## config.mk

```make
export PLATFORM = sky130hd
export DESIGN_NAME = voice_mixer
export DESIGN_NICKNAME = d
export VERILOG_FILES = /design/src/rtl/audrey_pkg.sv /design/src/rtl/voice_scale.sv /design/src/rtl/voice_mixer.sv
export SDC_FILE = /design/constraint.sdc
export NUM_CORES = 1
export LEC_CHECK = 0
export BUFFER_PORTS_ARGS = -buffer_cell sky130_fd_sc_hd__buf_2
export CAP_MARGIN = 40
export CORE_UTILIZATION = 55
export CTS_CLUSTER_DIAMETER = 30
export DETAILED_ROUTE_END_ITERATION = 10
export PLACE_DENSITY = 0.8
export RECOVER_POWER = 25
export REMOVE_ABC_BUFFERS = 1
export SLEW_MARGIN = 40
export SYNTH_ARGS = -nofsm -noshare
export SYNTH_HDL_FRONTEND = slang
export SYNTH_SLANG_ARGS = --single-unit
export TNS_END_PERCENT = 5
```

## constraint.sdc

```tcl
create_clock -name clk -period 23.1 [get_ports clk]
set_clock_uncertainty 0.15 [all_clocks]
set_input_delay 3.465 -clock clk [delete_from_list [all_inputs] [get_ports clk]]
set_output_delay 3.465 -clock clk [all_outputs]
set_load 0.05 [all_outputs]
```

## src/rtl/audrey_pkg.sv

```systemverilog
// Shared widths and state encoding for the audrey synth voice datapath.
package audrey_pkg;

    localparam int NUM_VOICES = 4;
    localparam int SAMPLE_W   = 8;
    localparam int ENV_W      = 8;
    localparam int MIX_W      = 16;
    localparam int VOL_W      = 4;
    localparam int ACC_W      = 11;
    localparam int IDX_W      = $clog2(NUM_VOICES);
    localparam int SCALE_W    = 18;

    typedef enum logic [1:0] {
        IDLE,
        MAC,
        SCALE,
        OUT
    } mixer_state_t;

endpackage

```

## src/rtl/voice_scale.sv

```systemverilog
// Per-voice amplitude scaling: signed sample times unsigned envelope,
// floored back to sample width by an arithmetic shift.
module voice_scale
    import audrey_pkg::*;
(
    input  logic signed [SAMPLE_W-1:0] osc,
    input  logic        [ENV_W-1:0]    env,
    output logic signed [SAMPLE_W-1:0] term
);

    localparam int PROD_W = SAMPLE_W + ENV_W;

    logic signed [PROD_W-1:0] osc_ext;
    logic signed [PROD_W-1:0] env_ext;
    logic signed [PROD_W-1:0] product;

    // Envelope is zero-extended so it always acts as a non-negative gain.
    assign osc_ext = PROD_W'(osc);
    assign env_ext = $signed(PROD_W'(env));
    assign product = osc_ext * env_ext;
    assign term    = SAMPLE_W'(product >>> ENV_W);

endmodule

```

## src/rtl/voice_mixer.sv

```systemverilog
// Four-voice mixer: one pass per sample strobe, voices accumulated serially
// through a single voice_scale, then master volume with saturation.
module voice_mixer
    import audrey_pkg::*;
(
    input  logic                                 clk,
    input  logic                                 rst_n,
    input  logic                                 sample_strobe,
    input  logic [NUM_VOICES-1:0][SAMPLE_W-1:0]  osc_in,
    input  logic [NUM_VOICES-1:0][ENV_W-1:0]     env_in,
    input  logic [NUM_VOICES-1:0]                voice_en,
    input  logic [VOL_W-1:0]                     master_vol,
    output logic signed [MIX_W-1:0]              mix_out,
    output logic                                 mix_valid,
    output logic                                 busy,
    output logic                                 overrun
);

    localparam logic signed [SCALE_W-1:0] SAT_MAX = SCALE_W'(32767);
    localparam logic signed [SCALE_W-1:0] SAT_MIN = -SCALE_W'(32768);

    mixer_state_t state;
    mixer_state_t next_state;

    logic [NUM_VOICES-1:0][SAMPLE_W-1:0] osc_q;
    logic [NUM_VOICES-1:0][ENV_W-1:0]    env_q;
    logic [NUM_VOICES-1:0]               en_q;
    logic [VOL_W-1:0]                    vol_q;
    logic signed [ACC_W-1:0]             acc;
    logic [IDX_W-1:0]                    voice_idx;

    logic signed [SAMPLE_W-1:0] cur_term;
    logic signed [ACC_W-1:0]    add_term;
    logic signed [SCALE_W-1:0]  acc_ext;
    logic signed [SCALE_W-1:0]  vol_ext;
    logic signed [SCALE_W-1:0]  scaled;
    logic signed [MIX_W-1:0]    sat_val;

    voice_scale u_voice_scale (
        .osc  ($signed(osc_q[voice_idx])),
        .env  (env_q[voice_idx]),
        .term (cur_term)
    );

    assign add_term = en_q[voice_idx] ? ACC_W'(cur_term) : '0;

    // Master volume times eight; the wide intermediate keeps the clamp exact.
    assign acc_ext = SCALE_W'(acc);
    assign vol_ext = $signed(SCALE_W'(vol_q));
    assign scaled  = (acc_ext * vol_ext) <<< 3;

    always_comb begin
        sat_val = MIX_W'(scaled);
        if (scaled > SAT_MAX) begin
            sat_val = MIX_W'(SAT_MAX);
        end else if (scaled < SAT_MIN) begin
            sat_val = MIX_W'(SAT_MIN);
        end
    end

    always_ff @(posedge clk) begin
        if (!rst_n) begin
            state <= IDLE;
        end else begin
            state <= next_state;
        end
    end

    always_comb begin
        next_state = state;
        case (state)
            IDLE:    if (sample_strobe) next_state = MAC;
            MAC:     if (voice_idx == IDX_W'(NUM_VOICES - 1)) next_state = SCALE;
            SCALE:   next_state = OUT;
            OUT:     next_state = IDLE;
            default: next_state = IDLE;
        endcase
    end

    always_comb begin
        busy      = (state != IDLE);
        mix_valid = (state == OUT);
    end

    // Datapath works only from the snapshot so mid-pass input changes are harmless.
    always_ff @(posedge clk) begin
        if (!rst_n) begin
            osc_q     <= '0;
            env_q     <= '0;
            en_q      <= '0;
            vol_q     <= '0;
            acc       <= '0;
            voice_idx <= '0;
            mix_out   <= '0;
            overrun   <= 1'b0;
        end else begin
            if (sample_strobe && (state != IDLE)) begin
                overrun <= 1'b1;
            end
            case (state)
                IDLE: begin
                    if (sample_strobe) begin
                        osc_q     <= osc_in;
                        env_q     <= env_in;
                        en_q      <= voice_en;
                        vol_q     <= master_vol;
                        acc       <= '0;
                        voice_idx <= '0;
                    end
                end
                MAC: begin
                    acc       <= acc + add_term;
                    voice_idx <= voice_idx + IDX_W'(1);
                end
                SCALE: begin
                    mix_out <= sat_val;
                end
                default: begin
                end
            endcase
        end
    end

endmodule

```

==> flow_metrics.tcl, run 1 <==
set metrics [dict create \
    outcome "complete, but fails checks" \
    violations "max-capacitance violations, max-slew violations" \
    p_switching_uw 282.9 \
    p_leak_nw 4.300 \
    stdcell_area_um2 9021 \
    synthDominantCellAreaShare 0.2499 \
    hold_path.class "flip-flop to flip-flop" \
    place_area_um2 8740 \
    numCtsBuffers 9 \
    swShare 0.4240 \
    portBuffers 93 \
    gp_congestion 0.8501 \
    yosysWarnings 0 \
    drv_cap 1 \
    cp-end-kind "flip-flop" \
    setup_viol 0 \
    fin_tns_setup_ns 0 \
    drc 0 \
    avgSynthCellArea_um2 8.416 \
    die_h_um 123.9 \
    ioPinCount 94 \
    ant_nets 0 \
    pwr-share-comb 0.419 \
    core-area_um2 14530 \
    clk_latency_ns 0.36 \
    cts_setup_buffers 0 \
    first_iter_violations 385 \
    arrival_ns 8.18 \
    finalHoldViolCount 0 \
    grt_pass1_wl_mm 28.39 \
    crit_path_max_fanout 21 \
    worstMarginPinSlew_ns 3.105 \
    final.period_utilization 0.3497 \
    period_minus_slack_ns 8.078 \
    cts_buffer_depth 2 \
    synthArstFlopShare 0 \
    routed_wl_mm 16.84 \
    cts_tree "yes" \
    dr.pass1.iters 5 \
    grt_max_degree 77 \
    ys_seq_area_frac 0.2499 \
    synth_cell_types 58 \
    p_seq_frac 0.351 \
    synth.most_common_cell "nand2_1" \
    placementRows 44 \
    die_area_um2 15350 \
    synth-main-ff-cell "dfxtp_1" \
    final_max_slew_viol_count 77 \
    p_clk_frac 0.230 \
    synth_edf_count 0 \
    grt_pass1_vias 6208 \
    grt_overflow 0 \
    critPathKind "flip-flop to flip-flop" \
    die_w_um 123.9 \
    drive_above_1_share 0.1083 \
    synth_area_leaders "dfxtp_1, fa_1, ha_1, nand2_1, a21oi_1" \
    internal-power_uw 384.3 \
    htreeDepth 3 \
    rsz0062_at_grt "no" \
    wire_per_inst_um 13.73 \
    cts.repair.resized 0 \
    antenna_found_initial 0 \
    area_growth_pct 10.40 \
    hold_buffers 0 \
    n_antenna_cell 0 \
    synth_area_leader_cell "dfxtp_1" \
    routed-via-count 6666 \
    netlist_top_cells_count "nand2_1, inv_1, a21oi_1" \
    relSlewSlack -1.070 \
    cts_sinks 102 \
    grtUsageTotal 0.2342 \
    cts.reportedPaths.clkPinSlew_ns 0.08 \
    via_per_inst 5.433 \
    timing.fmax_mhz 123.8 \
    post-dp-hpwl_mm 13.14 \
    cts_root_buf "clkbuf_16" \
    p_per_area_nw_per_um2 73.97 \
    worstPathRequired_ns 23.20 \
    netlist_area_um2 8172 \
    ys_ff_latch 102 \
    final_nets 1250 \
    synthCells 971 \
    peakVddDrop_uv 60.58 \
    initial_core_util 0.5622 \
    start_kind "flip-flop" \
]
==> per-stage QoR <==
stage | util | total power [mW] | setup slack (ns) | cells | hold WS [ns]
2_1_floorplan | - | 0.4419 | 15.26 | 930 | 0.2815
3_3_place_gp | 0.6011 | 0.5059 | 15.35 | 1211 | 0.2898
3_5_place_dp | 0.6013 | 0.5165 | 15.06 | 1211 | 0.2961
4_1_cts | 0.6224 | 0.6716 | 15.01 | 1227 | 0.3065
5_1_grt | 0.6207 | 0.7177 | 14.57 | 1227 | 0.3244
6_report | 0.6207 | 0.6673 | 15.02 | 1227 | 0.3049
==> power groups by stage <==
| stage | logic [mW] | clock network [mW] | registers, mW |
|---|---|---|---|
| after detailed placement | 0.279 | 0 | 0.237 |
| final | 0.279 | 0.154 | 0.234 |
| after floorplan | 0.185 | 0 | 0.257 |
| after global placement | 0.269 | 0 | 0.237 |
| after CTS | 0.282 | 0.156 | 0.233 |
| after global routing | 0.316 | 0.163 | 0.239 |
==> flip-flops by register name, indices dropped and copies added, names as in the netlist <==
signal / cells
voice_idx: 2
acc: 11
mix_out: 14
env_q: 32
osc_q: 32
state: 2
vol_q: 4
en_q: 4
overrun: 1
==> cells by family (layout without fill, tap and decap cells) <==
kind of cell | Yosys count | in the layout | share of synthesized area
and+or+nand+nor | 339 | 339 | 0.1893
buffers and inverters | 154 | 226 | 0.07288
xor gates and xnor gates | 29 | 29 | 0.03108
AOI/OAI and AO/OA | 186 | 186 | 0.1337
muxes | 22 | 22 | 0.05772
DFF | 102 | 102 | 0.2499
adders and majority gates | 139 | 139 | 0.2655
==> final cells by class <==
class,instances,area (µm²)
multi-input cells,715,5548
fillers,1266,5513
flip-flops and latches,102,2043
repair buffers,97,469.2
inverters,113,424.2
well taps,184,230.2
clock buffers,9,225.2
clock inverters,7,81.33
==> worst max-delay path, cell delays in order (launching register included) <==
cell      delay, ns
dfxtp_1        0.31
buf_4          0.31
mux4_1         0.71
or2b_1         0.31
fa_1           0.53
fa_1           0.55
inv_1          0.05
fa_1           0.52
inv_1          0.05
fa_1           0.53
inv_1          0.05
ha_1           0.31
and4b_1        0.20
a221oi_1       0.39
o21bai_1       0.16
a21oi_1        0.23
o21bai_1       0.14
a21oi_1        0.28
o21ai_0        0.16
xnor2_1        0.15
nor2_1         0.07
ha_1           0.32
a21oi_1        0.18
o21ai_0        0.20
o2111a_1       0.30
or4_4          0.48
a21o_1         0.19
a31oi_1        0.14
==> metal layers <==
layer | track usage | vias up | routed length [µm]
li1 | - | 3323 | -
met1 | 0.3370 | 3136 | 8188
met2 | 0.3611 | 181 | 7488
met3 | 0.04075 | 26 | 896
met4 | 0.06622 | 0 | 269
met5 | 0 | - | 0
==> cells in the final DEF, fill, tap and decap left out, types with 3 or more instances in the layout <==
cell       count
a221oi_1       3
nand3b_1       3
ha_1          79
nand3_1        7
nor2_1        36
xnor2_1       20
o21bai_1       7
a21o_1        10
inv_1        112
buf_2         75
nor3_1         7
mux4_2         9
o21ai_1        5
dfxtp_1      101
clkbuf_1      19
o21a_1         5
nand2_1      193
nand2b_1       3
mux2i_1        4
xor2_1         9
o21ai_0       20
and2_1        71
and3_1         3
or2b_1         3
buf_4          3
fa_1          58
clkbuf_16      9
mux4_1         7
a21oi_1      109
a22oi_1        9
==> final timing paths <==
check                             from                    end  slack, ns  cells past startpoint
max reg2reg  voice_idx[0]$_SDFFE_PN0P_   acc[10]$_SDFFE_PN0P_      15.02                     27
max          voice_idx[0]$_SDFFE_PN0P_   acc[10]$_SDFFE_PN0P_      15.02                     27
min reg2reg      env_q[1]$_SDFFE_PN0P_  env_q[1]$_SDFFE_PN0P_       0.30                      2
min              env_q[1]$_SDFFE_PN0P_  env_q[1]$_SDFFE_PN0P_       0.30                      2
(Power assumes the default switching activity.)
==> inputs of run 2 (changes only) <==
--- a/config.mk
+++ b/config.mk
@@ -5,6 +5,7 @@
 export SDC_FILE = /design/constraint.sdc
 export NUM_CORES = 1
 export LEC_CHECK = 0
+export ABC_AREA = 1
 export BUFFER_PORTS_ARGS = -buffer_cell sky130_fd_sc_hd__buf_2
 export CAP_MARGIN = 40
 export CORE_UTILIZATION = 55
==> constraint.sdc (replaced) <==
create_clock -name clk -period 8.1 [get_ports clk]
set_clock_uncertainty 0.15 [all_clocks]
set_input_delay 1.215 -clock clk [delete_from_list [all_inputs] [get_ports clk]]
set_output_delay 1.215 -clock clk [all_outputs]
set_load 0.05 [all_outputs]
==> run 2 against run 1 <==
The flow finishes with violations (design-rule violations, max-capacitance violations, max-slew violations). Synthesized area up 2.4%. Cell area up 1.8%. Highest routed layer unchanged. Largest cell class unchanged. Largest power group unchanged. Sequential cell count unchanged. Setup slack worse by 14 ns. Clock power rose to 2.8 times the previous value. Utilization up 0.39 points.
==> flow_metrics.tcl, run 2 <==
set metrics [dict create \
    cts_setup_buffers 0 \
    dr.pass1.iters 11 \
    synthDominantCellAreaShare 0.2439 \
    slowest_delay_ns 0.54 \
    dp.cells 1418 \
    setup_viol 0 \
    outcome "complete, but fails checks" \
    cts_tree "yes" \
    start_kind "flip-flop" \
    timing.fmax_mhz 142.5 \
    ant_nets 0 \
    drive_above_1_share 0.1024 \
    fin_tns_setup_ns 0 \
    relSlewSlack -0.6102 \
    rsz0062_at_grt "no" \
    synth-main-ff-cell "dfxtp_1" \
    grt_overflow 0 \
    synth_area_leader_cell "dfxtp_1" \
    synth_edf_count 0 \
    cp-end-kind "flip-flop" \
    first_iter_violations 431 \
    ys_seq_area_frac 0.2439 \
    clk_latency_ns 0.36 \
    synthCells 1184 \
    dp_slack_ns 1.185 \
    grt_pass1_vias 7065 \
    hold_buffers 0 \
    die_area_um2 15720 \
    synth_cell_types 44 \
    portBuffers 93 \
    synth_area_leaders "dfxtp_1, fa_1, ha_1, nand2_1, nor2_1" \
    cpMostUsedCell "nand2_1" \
    arrival_ns 7.14 \
    r2r_cells 37 \
    netlist_area_um2 8372 \
    area_growth_pct 9.670 \
    yosys.area_share.simple 0.2406 \
    ys_ff_latch 102 \
    drv_cap 1 \
    finalHoldViolCount 0 \
    yosysWarnings 0 \
    fin_cells 1434 \
    synthArstFlopShare 0 \
    n_antenna_cell 0 \
    hold_ws_ns 0.3190 \
    final_cell_mix "nand2_1, nor2_1, inv_1, dfxtp_1, o21ai_0" \
    core-area_um2 14700 \
    grtUsageTotal 0.2445 \
    htreeDepth 3 \
    synth_top_family_by_area "adder cells" \
    muxShareOfSynthArea 0 \
    gp_congestion 0.9709 \
    drc 2 \
    cts_buffer_depth 2 \
    p_leak_nw 4.731 \
    grt_pass1_wl_mm 31.58 \
    routed_wl_mm 18.33 \
    antenna_found_initial 0 \
    wire_per_inst_um 12.78 \
    crit_path_max_fanout 38 \
    cts_root_buf "clkbuf_16" \
    post-dp-hpwl_mm 14.35 \
    min_path_cells 2 \
    initial_core_util 0.5695 \
    via_per_inst 5.188 \
    ioPinCount 94 \
    avgSynthCellArea_um2 7.071 \
    p_per_area_nw_per_um2 256.7 \
    grt_max_degree 78 \
    synth-xor-area-share 0.02077 \
    placementRows 44 \
    final.period_utilization 0.8667 \
    worstPathRequired_ns 8.22 \
    cts.repair.resized 0 \
    top_regs "env_q: 32 flops, osc_q: 32 flops, mix_out: 14 flops" \
    layout_commonest_cell "nand2_1" \
    violations "design-rule violations, max-capacitance violations, max-slew violations" \
    synth.most_common_cell "nand2_1" \
    cts.reportedPaths.clkPinSlew_ns 0.07 \
    fin_ws_ns 1.080 \
    routed-via-count 7440 \
    cts_sinks 102 \
    final_max_slew_viol_count 77 \
    final_nets 1457 \
    period_minus_slack_ns 7.020 \
    peakVddDrop_uv 161.0 \
    synth-compound-area-share 0.1252 \
    netlist_top_cells_count "nand2_1, nor2_1, inv_1" \
    critPathKind "flip-flop to flip-flop" \
    numCtsBuffers 9 \
    slowest_stage "fa_1" \
    die_w_um 125.4 \
    hold_path.class "flip-flop to flip-flop" \
    die_h_um 125.4 \
    worstMarginPinSlew_ns 2.415 \
    synthAdderAreaFrac 0.2568 \
]
[run 2: worst paths after layout]
path                                                 from                 endpoint  slack [ns]
worst min register to register    mix_out[5]$_SDFFE_PN0P_  mix_out[5]$_SDFFE_PN0P_        0.32
worst min-delay path              mix_out[5]$_SDFFE_PN0P_  mix_out[5]$_SDFFE_PN0P_        0.32
worst max register to register  voice_idx[0]$_SDFFE_PN0P_     acc[10]$_SDFFE_PN0P_        1.08
worst max-delay path            voice_idx[0]$_SDFFE_PN0P_     acc[10]$_SDFFE_PN0P_        1.08
[run 2: per-stage QoR]
step | instance area [µm²] | util | power (mW)
after global routing | 9181 | 0.6246 | 2.589
final | 9181 | 0.6246 | 2.357
after detailed placement | 8907 | 0.6060 | 1.924
after floorplan | 8172 | - | 1.612
after global placement | 8885 | 0.6044 | 1.898
after CTS | 9208 | 0.6264 | 2.365
[run 2: kinds of logic (layout without fill, tap and decap cells)]
family	count (synthesis)	after routing
buffers and inverters	244	310
AO/OA/AOI/OAI	183	183
XOR/XNOR	19	19
flip-flops	102	102
AND/OR/NAND/NOR	499	499
adder cells (fa/ha/maj)	137	137
[run 2: area by class of cell]
type | instances | area [µm²]
timing repair buffer | 96 | 469.2
sequential | 102 | 2042
clock buffer | 11 | 252.7
tap | 184 | 230.2
fill | 1356 | 5518
clock inverter | 5 | 47.55
multi-input combinational | 838 | 5394
inverter | 198 | 745.7
[run 2: worst max-delay path, delay by kind of cell (launching register included)]
family,cells,cell delay [ns]
flops,1,0.41
buf+inv,4,0.85
fa+ha+maj,6,2.76
xor+xnor,1,0.14
simple gates,21,1.55
compound gates,5,1.04
[run 2: routing by layer]
metal	global-route usage	vias up	wire, µm	share of wire
met5	0	-	0	0
met4	0.06456	0	305	0.017
met3	0.04279	33	791	0.043
met2	0.4436	178	9195	0.50
met1	0.2976	3431	8035	0.44
li1	-	3798	-	-
[run 2: power breakdown]
part / total [mW] / switching [mW] / internal (mW)
clock network: 0.436 / 0.204 / 0.232
registers: 0.711 / 0.0933 / 0.618
logic: 1.21 / 0.799 / 0.411
==> inputs of run 3 (changes only) <==
--- a/config.mk
+++ b/config.mk
@@ -8,10 +8,10 @@
 export ABC_AREA = 1
 export BUFFER_PORTS_ARGS = -buffer_cell sky130_fd_sc_hd__buf_2
 export CAP_MARGIN = 40
-export CORE_UTILIZATION = 55
+export CORE_UTILIZATION = 54
 export CTS_CLUSTER_DIAMETER = 30
 export DETAILED_ROUTE_END_ITERATION = 10
-export PLACE_DENSITY = 0.8
+export PLACE_DENSITY = 0.81
 export RECOVER_POWER = 25
 export REMOVE_ABC_BUFFERS = 1
 export SLEW_MARGIN = 40
==> constraint.sdc (replaced) <==
create_clock -name clk -period 6 [get_ports clk]
set_clock_uncertainty 0.15 [all_clocks]
set_input_delay 0.9 -clock clk [delete_from_list [all_inputs] [get_ports clk]]
set_output_delay 0.9 -clock clk [all_outputs]
set_load 0.05 [all_outputs]
==> run 3 against run 2 <==
The flow finishes with violations (max-capacitance violations, max-slew violations, negative setup slack). Sequential cell count is the same. First-iteration DRC count shrank 21%. Wire length grew 13%. Clock power grew 35%. Sequential share of layout area shrank 2.3 points. Die area grew 1.8%. Largest cell class unchanged.
==> flow_metrics.tcl, run 3 (synthesized netlist as in run 2, its figures left out) <==
set metrics [dict create \
    cts.reportedPaths.clkPinSlew_ns 0.07 \
    min_path_cells 2 \
    critPathKind "flip-flop to flip-flop" \
    timing.fmax_mhz 159.4 \
    initial_core_util 0.5527 \
    drive_above_1_share 0.2218 \
    hold_path.class "flip-flop to flip-flop" \
    fin_tns_setup_ns -0.7138 \
    period_minus_slack_ns 6.275 \
    cp-end-kind "flip-flop" \
    n_antenna_cell 0 \
    placementRows 45 \
    grt_overflow 0 \
    r2r-start "voice_idx[0]$_SDFFE_PN0P_" \
    worstMarginPinSlew_ns 2.691 \
    rsz0062_at_grt "yes" \
    final_cell_mix "nand2_1, nor2_1, inv_1, dfxtp_1, o21ai_0" \
    grt_pass1_vias 7480 \
    hold_path_end "mix_out[6]$_SDFFE_PN0P_" \
    portBuffers 93 \
    htreeDepth 3 \
    finalHoldViolCount 0 \
    final_nets 1546 \
    die_w_um 126.5 \
    top_regs "env_q: 32 flops, osc_q: 32 flops, mix_out: 14 flops" \
    gp_congestion 0.9621 \
    ioPinCount 94 \
    p_leak_nw 5.187 \
    grtUsageTotal 0.2550 \
    dr.pass1.iters 5 \
    cpMostUsedCell "nand2_1" \
    via_per_inst 5.223 \
    grt_max_degree 77 \
    final.period_utilization 1.046 \
    setup_viol 6 \
    grt_pass1_wl_mm 33.04 \
    peakVddDrop_uv 275.7 \
    wire_per_inst_um 13.56 \
    finalPower_mw 3.842 \
    violations "max-capacitance violations, max-slew violations, negative setup slack" \
    worstPathRequired_ns 6.14 \
    core-area_um2 15150 \
    reg2reg_slack_ns -0.27 \
    die_h_um 126.5 \
    antenna_found_initial 0 \
    dp_slack_ns -0.3583 \
    routed_wl_mm 20.70 \
    regToRegEndpoint "acc[10]$_SDFFE_PN0P_" \
    slowest_delay_ns 0.55 \
    ant_nets 0 \
    clk_latency_ns 0.36 \
    area_growth_pct 22.49 \
    routed-via-count 7975 \
    start_kind "flip-flop" \
    die_area_um2 16000 \
    cts_root_buf "clkbuf_16" \
    first_iter_violations 340 \
    cts_buffer_depth 2 \
    num-fill-cells 1188 \
    p_per_area_nw_per_um2 374.6 \
    final_max_slew_viol_count 77 \
    relSlewSlack -0.7943 \
    outcome "complete, but fails checks" \
    cts_sinks 102 \
    post-dp-hpwl_mm 14.80 \
    drc 0 \
    arrival_ns 6.41 \
    fin_ws_ns -0.2747 \
    min_from "mix_out[6]$_SDFFE_PN0P_" \
    drv_cap 1 \
    slowest_stage "fa_1" \
    crit_path_max_fanout 7 \
    numCtsBuffers 9 \
    r2r_cells 44 \
    layout_commonest_cell "nand2_1" \
    cts_tree "yes" \
]
## run 3: cell count changes in the layout (fill, tap and decap cells not counted), sizes merged
cell | previous run | this run
clkbuf | 30 | 29
buf | 77 | 165
clkinvlp | 1 | 3
inv | 200 | 197
clkinv | 2 | 5
## run 3: what timing repair did
item,CTS,global route
endpoints found under the setup margin,6,8
hold buffers,0,0
cloned,2,0
buffers inserted,4,14
resized for setup,54,54
pin swaps,34,51
## run 3: cell type report
class                           count  area [µm²]  area share
Clock buffer                        9       225.2     0.02196
Clock inverter                      7       75.07    0.007321
Inverter                          198       759.5     0.07406
Multi-Input combinational cell    838        5719      0.5577
Sequential cell                   102        2047      0.1996
Tap cell                          188       235.2     0.02294
Timing Repair Buffer              185        1194      0.1164
## run 3: worst max-delay path by stage
stage                                    from                   end  slack [ns]  depth (start not counted)
finish              voice_idx[0]$_SDFFE_PN0P_  acc[10]$_SDFFE_PN0P_       -0.27                         44
global route        voice_idx[0]$_SDFFE_PN0P_  acc[10]$_SDFFE_PN0P_       -0.65                         44
CTS                 voice_idx[0]$_SDFFE_PN0P_  acc[10]$_SDFFE_PN0P_       -0.17                         40
detailed placement  voice_idx[0]$_SDFFE_PN0P_  acc[10]$_SDFFE_PN0P_       -0.36                         39
global placement    voice_idx[0]$_SDFFE_PN0P_  acc[10]$_SDFFE_PN0P_       -0.16                         39
floorplan           voice_idx[0]$_SDFFE_PN0P_  acc[10]$_SDFFE_PN0P_       -0.71                         39
## run 3: critical path, delay by kind of cell, from the launching register on
family	cells	cell delay (ns)
adder cells (fa/ha/maj)	6	2.42
AND/OR/NAND/NOR	23	1.61
AO/OA/AOI/OAI	5	0.76
buffers and inverters	9	0.75
flip-flops	1	0.38
XOR/XNOR	1	0.11
## run 3: per-stage QoR
step,util,std cells,hold slack [ns],instance area (µm²)
final,0.6771,1527,0.3244,10250
after CTS,0.6594,1513,0.3221,9987
after floorplan,-,1138,0.2791,8172
after global placement,0.6216,1491,0.2947,9415
after detailed placement,0.6217,1491,0.3068,9417
after global routing,0.6771,1527,0.3585,10250
## run 3: per-layer routing
metal | up-vias | wire length (µm) | track usage
met5 | - | 0 | 0
met4 | 0 | 973 | 0.1339
met3 | 76 | 890 | 0.04386
met2 | 226 | 10470 | 0.4566
met1 | 3688 | 8362 | 0.2909
li1 | 3985 | - | -
## run 3: where the power goes
| part | total [mW] | switching (mW) | internal [mW] |
|---|---|---|---|
| logic | 2.29 | 1.32 | 0.971 |
| clock network | 0.587 | 0.292 | 0.295 |
| registers | 0.966 | 0.130 | 0.836 |
